===== src/rtl/fifo_push_driver.sv =====
// fifo_push_driver: pushes a run of pattern words (inc/LFSR/const) into a FIFO.
// Define FIFO_DRV_STALL_CNT_EN to count wfull stall cycles on stall_cnt.
module fifo_push_driver #(
  parameter int DATA_WIDTH   = 8,
  parameter int CNT_WIDTH    = 16,
  parameter int GAP_WIDTH    = 4,
  parameter int DRAIN_CYCLES = 10
) (
  input  logic                  wclk,
  input  logic                  wrst_n,
  input  logic                  start,
  input  logic [CNT_WIDTH-1:0]  num_words,
  input  logic [1:0]            mode,
  input  logic [DATA_WIDTH-1:0] seed,
  input  logic [GAP_WIDTH-1:0]  gap,
  input  logic                  wfull,
  output logic                  winc,
  output logic [DATA_WIDTH-1:0] wdata,
  output logic                  busy,
  output logic                  done,
  output logic [CNT_WIDTH-1:0]  pushed_cnt,
  output logic [CNT_WIDTH-1:0]  stall_cnt
);

  localparam int DRW = (DRAIN_CYCLES > 1) ? $clog2(DRAIN_CYCLES) : 1;
  localparam logic [DRW-1:0] DRAIN_LOAD = DRW'(DRAIN_CYCLES - 1);

  typedef enum logic [2:0] {
    IDLE,
    PUSH,
    GAP,
    DRAIN,
    DONE
  } state_t;

  state_t                state;
  logic [CNT_WIDTH-1:0]  num_q;
  logic [CNT_WIDTH-1:0]  pushed_q;
  logic [CNT_WIDTH-1:0]  pushed_inc;
  logic [GAP_WIDTH-1:0]  gap_q;
  logic [GAP_WIDTH-1:0]  gap_cnt;
  logic [DRW-1:0]        drain_cnt;
  logic [1:0]            mode_q;
  logic [DATA_WIDTH-1:0] seed_q;
  logic [DATA_WIDTH-1:0] wdata_q;
  logic [DATA_WIDTH-1:0] next_data;
  logic [31:0]           lfsr;
  logic [31:0]           lfsr_nxt;
  logic [31:0]           lfsr_init;
  logic                  start_ok;

  assign start_ok   = start && (state == IDLE || state == DONE);
  assign pushed_inc = pushed_q + CNT_WIDTH'(1);
  assign winc       = (state == PUSH) && !wfull;
  assign busy       = (state == PUSH) || (state == GAP) ||
                      (state == DRAIN);
  assign wdata      = wdata_q;
  assign pushed_cnt = pushed_q;

  // XNOR Fibonacci form, taps 32,22,2,1
  assign lfsr_nxt  = {lfsr[30:0], ~(lfsr[31] ^ lfsr[21] ^
                                    lfsr[1] ^ lfsr[0])};
  assign lfsr_init = (seed == '0) ? 32'd1 : 32'(seed);

  always_comb begin
    next_data = wdata_q + DATA_WIDTH'(1);
    unique case (1'b1)
      mode_q == 2'b01: next_data = lfsr_nxt[DATA_WIDTH-1:0];
      mode_q == 2'b10: next_data = seed_q;
      default:         ;
    endcase
  end

  always_ff @(posedge wclk or negedge wrst_n) begin
    if (!wrst_n) begin
      state     <= IDLE;
      num_q     <= '0;
      pushed_q  <= '0;
      gap_q     <= '0;
      gap_cnt   <= '0;
      drain_cnt <= '0;
      mode_q    <= '0;
      seed_q    <= '0;
      wdata_q   <= '0;
      lfsr      <= 32'd1;
      done      <= 1'b0;
    end else begin
      unique case (state)
        IDLE, DONE: begin
          if (start) begin
            num_q    <= num_words;
            gap_q    <= gap;
            mode_q   <= mode;
            seed_q   <= seed;
            lfsr     <= lfsr_init;
            pushed_q <= '0;
            if (num_words == '0) begin
              state <= DONE;
              done  <= 1'b1;
            end else begin
              state   <= PUSH;
              done    <= 1'b0;
              wdata_q <= (mode == 2'b01) ?
                         lfsr_init[DATA_WIDTH-1:0] : seed;
            end
          end
        end
        PUSH: begin
          if (!wfull) begin
            pushed_q <= pushed_inc;
            wdata_q  <= next_data;
            if (mode_q == 2'b01) lfsr <= lfsr_nxt;
            if (pushed_inc == num_q) begin
              state     <= DRAIN;
              drain_cnt <= DRAIN_LOAD;
            end else if (gap_q != '0) begin
              state   <= GAP;
              gap_cnt <= gap_q;
            end
          end
        end
        GAP: begin
          if (gap_cnt == GAP_WIDTH'(1)) begin
            state   <= PUSH;
            gap_cnt <= '0;
          end else begin
            gap_cnt <= gap_cnt - GAP_WIDTH'(1);
          end
        end
        DRAIN: begin
          if (drain_cnt == '0) begin
            state   <= DONE;
            done    <= 1'b1;
            wdata_q <= '0;
          end else begin
            drain_cnt <= drain_cnt - DRW'(1);
          end
        end
        default: state <= IDLE;
      endcase
    end
  end

`ifdef FIFO_DRV_STALL_CNT_EN
  logic [CNT_WIDTH-1:0] stall_q;

  always_ff @(posedge wclk or negedge wrst_n) begin
    if (!wrst_n) begin
      stall_q <= '0;
    end else if (start_ok) begin
      stall_q <= '0;
    end else if (state == PUSH && wfull && !(&stall_q)) begin
      stall_q <= stall_q + CNT_WIDTH'(1);
    end
  end

  assign stall_cnt = stall_q;
`else
  logic unused_ok;
  assign unused_ok = start_ok;
  assign stall_cnt = '0;
`endif

endmodule


===== config.mk =====
export PLATFORM = sky130hd
export DESIGN_NAME = fifo_push_driver
export DESIGN_NICKNAME = d
export VERILOG_FILES = /design/src/rtl/fifo_push_driver.sv
export SDC_FILE = /design/constraint.sdc
export NUM_CORES = 1
export LEC_CHECK = 0
export ABC_AREA = 0
export BUFFER_PORTS_ARGS = -buffer_cell sky130_fd_sc_hd__buf_2
export CAP_MARGIN = 20
export CORE_UTILIZATION = 25
export DETAILED_ROUTE_END_ITERATION = 16
export HOLD_SLACK_MARGIN = 0.03
export PLACE_DENSITY = 0.45
export SLEW_MARGIN = 20
export SYNTH_ARGS = -nofsm -noshare
export SYNTH_HDL_FRONTEND = slang
export SYNTH_SLANG_ARGS = --single-unit
export TNS_END_PERCENT = 10

===== constraint.sdc =====
create_clock -name wclk -period 7.3 [get_ports wclk]
set_clock_uncertainty 0.2 [all_clocks]
set_input_delay 0.73 -clock wclk [delete_from_list [all_inputs] [get_ports wclk]]
set_output_delay 0.73 -clock wclk [all_outputs]
set_load 0.05 [all_outputs]

======== Word level (Yosys, flattened, before mapping) ========
Cells that the tools add are included.
storage, ports and cells
  bits of input ports ..................... 34
  output and inout bits ................... 43
  logic and storage cells ................. 98
  flip-flop bits (word level) ............. 98
operators by class
  $add $sub $neg .......................... 4
  bitwise operators ....................... 4
  multiplexer cells ....................... 36
  reduce and logical (&&, ||, !) cells .... 23
  equality and inequality tests ........... 20
operator list
  kind                                                                 count
  32-bit 2-to-1 mux                                                    3
  32-bit one-hot mux with 2 select lines                               1
  8-bit 2-to-1 mux                                                     6
  16-bit 2-to-1 mux                                                    2
  16-bit one-hot mux with 2 select lines                               1
  4-bit 2-to-1 mux                                                     7
  8-bit one-hot mux with 3 select lines                                1
  3-bit 2-to-1 mux                                                     7
  16-bit by 1-bit adder with 16-bit output (second input constant)     1
  16-bit == test                                                       1
  16-bit zero test                                                     1
  4-bit one-hot mux with 2 select lines                                2
  8-bit one-hot mux with 2 select lines                                1
  3-bit one-hot mux with 4 select lines                                1
  4-bit AND reduction                                                  3
  2-bit by 1-bit != test with 1-bit output (second input constant)     5
  2-bit != test (second input constant)                                5
  5-bit AND reduction                                                  2
  8-bit by 1-bit adder with 8-bit output (second input constant)       1
  8-bit zero test                                                      1
  2-bit nonzero test                                                   4
  4-bit by 1-bit subtractor with 4-bit output (second input constant)  2
  3-bit by 2-bit == test with 1-bit output (second input constant)     2
  3-bit AND reduction                                                  2
  other kinds (19)                                                     25

======== Logic depth before layout (Yosys ltp) ========
Gate-level depths: netlist (run 1).
  depth in word-level cells ............... 7
  depth in mapped cells ................... 11
  mapped depth without buffers ............ 10

======== Least setup slack after synthesis (run 1) ========
No wires, ideal clock.
  path type ............................... register to register
  start point ............................. register pushed_q[0], in the netlist pushed_cnt[0]
  end point ............................... register state[2]
  library setup time ...................... 127 ps
  data required time ...................... 6,973 ps
  path buffers ............................ 1
  arrival ................................. 2,848 ps
  setup slack ............................. 4,125 ps
  period minus slack after synthesis ...... 3,175 ps
  stages on the path, launching flop included .. 11
  path through ............................ dfrtp_1 > ha_1 > and3_1 > buf_6 > nand4_4 > xnor2_1 > o211ai_1 > or3_1 > or3_4 > a21oi_2 > mux2_1
between the ends
  longest elaborated chain between the ends .. 5
  elaborated cells on any way between the ends .. 7
  those cells by class .................... add/sub: 1; eq/ne: 2; mux: 3; reduce/logical: 1
RTL lines
  what                                        line  text
  start: declaration                          38    logic [CNT_WIDTH-1:0] pushed_q;
  start signal: assignment                    110   pushed_q <= pushed_inc;
  16-bit by 1-bit adder with 16-bit output *  53    assign pushed_inc = pushed_q + CNT_WIDTH'(1);
  16-bit == test *                            113   if (pushed_inc == num_q) begin
  3-bit 2-to-1 mux                            113
  3-bit 2-to-1 mux                            109   if (!wfull) begin
  3-bit one-hot mux with 4 select lines       88    unique case (state)
  end signal: assignment                      98    state <= DONE;
  end signal: assignment                      114   state <= DRAIN;
  end signal: assignment                      117   state <= GAP;
  end: declaration                            36    state_t state;
Mark *: on every way between the ends. The rest lies on a longest branch, timed or not. The select of a mux whose other input is x is not followed.
A chain may end at the register's enable or synchronous reset.

======== Worst setup path after layout (run 1) ========
  start point ............................. register state[0]
  end point ............................... output port winc
between the ends
  longest elaborated chain between the ends .. 2
RTL lines
  what                                      line  text
  start signal: assignment                  76    state <= IDLE;
  start signal: assignment                  98
  start signal: assignment                  101   state <= PUSH;
  3-bit by 1-bit == test with 1-bit output  54    assign winc = (state == PUSH) && !wfull;
  1-bit logical AND                         54
  end: declaration                          17    output logic winc,
No other way between the ends.

==> results.yml, run 1 <==
detailed_routing:
  route.final.wire_length_um: 13350
  ant_nets: 0
  drtIter0Drc: 225
  drt_pass1_iterations: 5
  route.detailed.wl_per_inst_um: 14.90
  vias_per_cell: 4.820
  detailroute.via_count: 4319
  drc: 0
sta:
  achievable-frequency_mhz: 264.6
  finalWorstPathRequiredPeriod_ns: 3.779
  worst_slew_pin_slew_ns: 0.9679
  worst_max_slew_margin_expressed_relative_to_the_limit: 0.3504
  rsz0062_at_grt: "no"
  totalNegativeSetupSlack_ns: 0
  drv_slew: 0
  period_share: 0.5177
  finalHoldViolations: 0
  setup_viol: 0
logic_synthesis:
  post_synth_instance_area_um2: 5348
  syn_area_per_cell_um2: 9.333
  library_cells_used_by_synthesis: 59
  async_flop_share: 1.000
  synth-edff-count: 0
  postSynthRegisterBits: 98
  postSynthCellCount: 573
  synth_sequential_area_ratio: 0.4588
  ys.flop_type: "dfrtp_1"
  ys_warn_count: 0
finish:
  design.final.nets: 658
  antenna_cells_inserted: 0
  synthToLayoutAreaGrowth_pct: 14.83
  fin_cells: 896
  final_common_cell: "dfrtp_1"
  share_of_final_layout_standard_cells_stronger_than_drive_strength_1: 0.1932
  layout_common_cells: "dfrtp_1, nand2_1, o21ai_0"
clock_tree:
  holdBufCountCts: 0
  number_of_buffers_added_by_the_clock_tree_synthesis_step: 9
  total_number_of_h_tree_levels: 3
  clkSinkCount: 98
  cts_tree: "done"
  clk_latency_ns: 0.35
  clock_tree.root_cell: "clkbuf_16"
  clk_pin_slew_worst_paths_ns: 0.07
  cts.repair_timing.setup_buffer_count: 0
  cts_max_path_buffers: 2
  ctsResizeCount: 0
critical_path:
  buf_inv_stages_crit_path: 2
  critical_path_max_stage_delay_ns: 0.75
  endpoint_kind: "output pin"
  slowest_stage: "or3_1"
  worstPathCellList: "nand2b_1 > or3_1 > inv_1 > buf_2"
  timing.critical_path.from_type: "flop"
  timing.critical_path.fanout_max: 23
  critPathArrivalTime_ns: 2.85
  cp.required_ns: 6.37
  timing.setup.critical_path_class: "reg -> out"
  family_with_the_most_delay_on_the_worst_path: "simple AND/OR/NAND/NOR gates"
global_routing:
  global_route_wire_length_before_repair_um: 22450
  gr-usage-all-layers: 0.1279
  vias_in_the_first_global_route: 4296
  grt_overflow_total: 0
  antenna_violations_before_repair: 0
  grt_max_degree: 67
power:
  vdd.ir_drop.worst_mv: 0.2300
  pwr_density_cell_nw_per_um2: 411.3
  p_leak_nw: 2.644
floorplan:
  die-area_um2: 21980
  die-height_um: 148.3
  core.rowCount: 53
  ios: 77
  floorplan.core_area_um2: 21020
  chip_width_um: 148.3
  initial_core_util: 0.2544
placement:
  io_buffer_count: 60
  dpl.hpwl_um: 9566
  post_placement_cell_count: 880
  place.gp.congestion: 0.8081
hold_path:
  timing.hold.worst.class: "in -> async"
outcome:
  status: "completed"
job:
  cap_violations: 0
-- layer usage --
metal  vias up  global-route usage  wire length [um]
met5         -                   0                 0
met4         0             0.03557               192
met3        15             0.02485               568
met2       122              0.2110              6307
met1      2101              0.1698              6284
li1       2081                   -                 -
-- worst register-to-register path: stages (launching register included) --
cell,delay (ns)
dfrtp_1,0.47
ha_1,0.32
and3_1,0.46
nand4_4,0.17
xnor2_1,0.18
o211ai_1,0.11
or3_1,0.40
or3_4,0.38
a21oi_2,0.15
mux2_1,0.33
-- state kept, by name (all words and copies together), names as in the netlist --
register,flops
pushed_cnt,16
drain_cnt,4
seed_q,8
done,1
state,3
mode_q,2
num_q,16
lfsr,32
gap_cnt,4
gap_q,4
wdata,8
-- cell type report --
| cell class | instances | area [um2] |
|---|---|---|
| clock buffers | 9 | 225.2 |
| inverters | 11 | 41.29 |
| multi-input cells | 431 | 2638 |
| flip-flops and latches | 98 | 2454 |
| well taps | 275 | 344.1 |
| clock inverters | 7 | 98.84 |
| repair buffers | 65 | 340.3 |
| fillers | 2216 | 14880 |
-- cell usage after synthesis, types with 2 or more instances --
| cell | instances | area [um2] |
|---|---|---|
| nor3b_1 | 5 | 37.54 |
| dfrtp_1 | 97 | 2427 |
| a211oi_1 | 3 | 22.52 |
| inv_1 | 10 | 37.54 |
| nor2_1 | 31 | 116.4 |
| buf_4 | 20 | 150.1 |
| xnor2_1 | 19 | 166.4 |
| o31ai_1 | 6 | 45.04 |
| and4_1 | 4 | 35.03 |
| a21oi_1 | 24 | 120.1 |
| buf_6 | 3 | 33.78 |
| a21o_1 | 4 | 30.03 |
| nand4_1 | 3 | 18.77 |
| and2_1 | 3 | 18.77 |
| a22oi_1 | 3 | 22.52 |
| clkbuf_1 | 23 | 86.33 |
| or3_1 | 5 | 31.28 |
| a221oi_1 | 8 | 70.07 |
| nor3_1 | 11 | 55.05 |
| nor4_1 | 6 | 37.54 |
| and3_1 | 8 | 50.05 |
| ha_1 | 8 | 100.1 |
| xor2_1 | 10 | 87.58 |
| o21ai_1 | 4 | 20.02 |
| nand2_1 | 93 | 349.1 |
| nand3_1 | 12 | 60.06 |
| o211ai_1 | 4 | 30.03 |
| o21ai_0 | 72 | 360.4 |
| mux2_2 | 28 | 315.3 |
| a31oi_1 | 2 | 12.51 |
| a22o_1 | 2 | 17.52 |
| o22ai_1 | 2 | 12.51 |
| nor2b_1 | 5 | 31.28 |
| a211o_1 | 3 | 26.28 |
| mux2i_1 | 8 | 80.08 |
-- logic make-up (layout without fill, tap and decap cells) --
group	Yosys count	after routing	synth area share
and+or+nand+nor	196	196	0.1776
buffers and inverters	59	92	0.05989
xor gates and xnor gates	29	29	0.04750
DFF	98	98	0.4588
adders and majority gates	8	8	0.01872
other	1	16	0.0007012
muxes	37	37	0.07604
AOI/OAI and AO/OA	145	145	0.1607
-- through the flow --
stage | power, W | instance area [um2] | utilization | hold slack (ns) | setup slack (ns)
after floorplan | 0.001743 | 5404 | - | 0.2344 | 4.125
after global placement | 0.002008 | 5817 | 0.2767 | 0.2603 | 3.869
after detailed placement | 0.002030 | 5817 | 0.2767 | 0.2700 | 3.707
after CTS | 0.002557 | 6141 | 0.2921 | 0.1425 | 3.495
after global routing | 0.002724 | 6141 | 0.2921 | 0.1571 | 3.285
final | 0.002526 | 6141 | 0.2921 | 0.1272 | 3.521
-- final timing paths --
check                              start  endpoint  slack, ns  cells after the start
max reg2reg                pushed_cnt[0]  state[2]       4.01                      9
max in group asynchronous         wrst_n  wdata[5]       5.56                      2
min in group wclk               lfsr[17]  lfsr[17]       0.28                      2
max                             state[0]      winc       3.52                      4
min reg2reg                     lfsr[17]  lfsr[17]       0.28                      2
min                               wrst_n  num_q[1]       0.13                      1
-- where the power goes --
group          total [W]  leakage [nW]  internal, W  switching [W]
combinational    0.00112          1.24     0.000409       0.000715
clock           0.000516         0.154     0.000277       0.000239
sequential      0.000886          1.25     0.000720       0.000166
total            0.00253          2.64      0.00141        0.00112
No activity file was read; power rests on OpenSTA's default activity.
==> inputs of run 2 (changes only) <==
--- a/config.mk
+++ b/config.mk
@@ -11,7 +11,7 @@
 export CORE_UTILIZATION = 25
 export DETAILED_ROUTE_END_ITERATION = 16
 export HOLD_SLACK_MARGIN = 0.03
-export PLACE_DENSITY = 0.45
+export PLACE_DENSITY = 0.47
 export SLEW_MARGIN = 20
 export SYNTH_ARGS = -nofsm -noshare
 export SYNTH_HDL_FRONTEND = slang
==> constraint.sdc (replaced) <==
create_clock -name wclk -period 3.3 [get_ports wclk]
set_clock_uncertainty 0.2 [all_clocks]
set_input_delay 0.33 -clock wclk [delete_from_list [all_inputs] [get_ports wclk]]
set_output_delay 0.33 -clock wclk [all_outputs]
set_load 0.05 [all_outputs]
==> run 2 against run 1 <==
Against the previous run:
- final cell count is 2.1% higher
- utilization grew 0.90 points
- critical path depth up 5
- sequential share of layout area fell by 1.2 points
- sequential power up 120%
- via count up 0.19%
- clock power is 120% higher
- register-to-register slack got worse by 3.8 ns
- design area grew 3.1%
- clock-buffer cell count unchanged
- global-route usage down 0.61 points
- largest cell class unchanged
- largest power group unchanged
==> results.yml, run 2 (same netlist as run 1, synthesis figures left out) <==
detailed_routing:
  ant_nets: 0
  detailroute.via_count: 4327
  route.detailed.wl_per_inst_um: 14.39
  drt_pass1_iterations: 4
  route.final.wire_length_um: 13160
  met2_wirelength_um: 6219
  routed.top_layer: "met4"
  drtIter0Drc: 241
  drt-met1-wl_um: 6218
  vias_per_cell: 4.729
  met3RoutedLength_um: 537
  drc: 0
hold_path:
  worst_hold_path.num_cells: 2
  worstHoldStart: "gap[3]"
  whs_endpoint: "gap_q[3]"
  timing.hold.worst.class: "in -> reg"
critical_path:
  ff2ff_setup_slack_ns: 0.21
  family_with_the_most_delay_on_the_worst_path: "simple AND/OR/NAND/NOR gates"
  slowest_stage: "dfrtp_1"
  reg2reg_from: "pushed_cnt[1]"
  cp.required_ns: 3.33
  timing.critical_path.from_type: "flop"
  buf_inv_stages_crit_path: 0
  critPathArrivalTime_ns: 3.12
  worstPathCellList: "ha_1 > and3_2 > nand4_4 > xnor2_1 > o211ai_1 > or3_1 > or3_4 > a21oi_2 > mux2_1"
  timing.critical_path.fanout_max: 10
  r2r_end: "state[2]"
  setup.worst_path.start: "pushed_cnt[1]"
  timing.setup.critical_path_class: "reg -> reg"
  r2r_cells: 9
  endpoint_kind: "flop"
  critical_path_max_stage_delay_ns: 0.42
floorplan:
  floorplan.core_area_um2: 21020
  core.rowCount: 53
  initial_core_util: 0.2544
  chip_width_um: 148.3
  die-height_um: 148.3
  die-area_um2: 21980
  ios: 77
sta:
  worst_slew_pin_slew_ns: 0.6296
  finalHoldViolations: 0
  timing.final.ws_setup_ns: 0.2098
  setup_viol: 0
  drv_slew: 0
  achievable-frequency_mhz: 323.6
  period_share: 0.9364
  finalWorstPathRequiredPeriod_ns: 3.090
  worst_max_slew_margin_expressed_relative_to_the_limit: 0.5794
  rsz0062_at_grt: "no"
  totalNegativeSetupSlack_ns: 0
finish:
  multi_input_comb_area_um2: 2639
  sequential_cell_area_um2: 2454
  layout_common_cells: "dfrtp_1, nand2_1, o21ai_0"
  largest_register_ffs: 32
  synthToLayoutAreaGrowth_pct: 18.39
  top_register: "lfsr"
  layout.filler_cells: 2188
  design.final.nets: 677
  share_of_final_layout_standard_cells_stronger_than_drive_strength_1: 0.1953
  final_common_cell: "dfrtp_1"
  antenna_cells_inserted: 0
global_routing:
  grt_max_degree: 74
  vias_in_the_first_global_route: 4090
  global_route_wire_length_before_repair_um: 21050
  gr-usage-all-layers: 0.1218
  grt_overflow_total: 0
  antenna_violations_before_repair: 0
clock_tree:
  clk_pin_slew_worst_paths_ns: 0.07
  cts.repair_timing.setup_buffer_count: 0
  number_of_buffers_added_by_the_clock_tree_synthesis_step: 9
  total_number_of_h_tree_levels: 3
  clock_tree.root_cell: "clkbuf_16"
  clkSinkCount: 98
  cts_tree: "done"
  cts_max_path_buffers: 2
  clk_latency_ns: 0.35
outcome:
  status: "completed"
placement:
  dp_worst_setup_slack_ns: 0.1173
  dpl.hpwl_um: 9374
  io_buffer_count: 60
  place.gp.congestion: 0.8266
job:
  cap_violations: 0
power:
  vdd.ir_drop.worst_mv: 0.5373
  p_leak_nw: 2.733
  pwr_density_cell_nw_per_um2: 890.5
[run 2: changes by cell type in the layout (fill, tap and decap cells not counted)]
cell,change
and3_1,-1
and3_2,+1
inv_6,-1
buf_4,+3
inv_8,+1
clkinvlp_4,-1
buf_12,+1
dlygate4sd3_1,+15
clkinv_4,+2
clkinv_8,-1
[run 2: what timing repair did]
action	in CTS	in global routing
setup endpoints to repair	0	1
resized for setup	0	1
hold endpoints to repair	39	0
hold buffers	15	0
[run 2: final cells by class]
type,instances,share of cell area
inverter,11,0.006522
multi-input combinational,431,0.4168
clock buffer,9,0.03557
clock inverter,7,0.01502
tap,275,0.05435
timing repair buffer,84,0.08419
sequential,98,0.3875
[run 2: worst max path at each step]
stage,to,slack [ns],cells after the start
after floorplan,state[2],0.12,10
after global placement,state[2],0.26,9
after detailed placement,state[2],0.12,9
after CTS,state[2],0.09,9
after global routing,state[2],0.04,9
final,state[2],0.21,9
[run 2: metrics by stage]
step           cell area, um2  total power (W)  instances    util  hold WS [ns]
6_report                 6331         0.005638        915  0.3012       0.03740
5_1_grt                  6331         0.006048        915  0.3012       0.03285
4_1_cts                  6330         0.005699        915  0.3011       0.03110
3_5_place_dp             5859         0.004523        884  0.2787       0.06782
3_3_place_gp             5859         0.004459        884  0.2787       0.06965
2_1_floorplan            5404         0.003855        588       -       -0.1656
[run 2: power by group]
part | internal, W | switching, W | leakage (nW)
Sequential | 0.00159 | 0.000363 | 1.25
Combinational | 0.000947 | 0.00160 | 1.33
Clock | 0.000611 | 0.000525 | 0.157
[run 2: metal layers]
metal	global-route usage	vias up
li1	-	2113
met1	0.1611	2097
met2	0.1984	102
met3	0.02791	15
met4	0.03402	0
met5	0	-
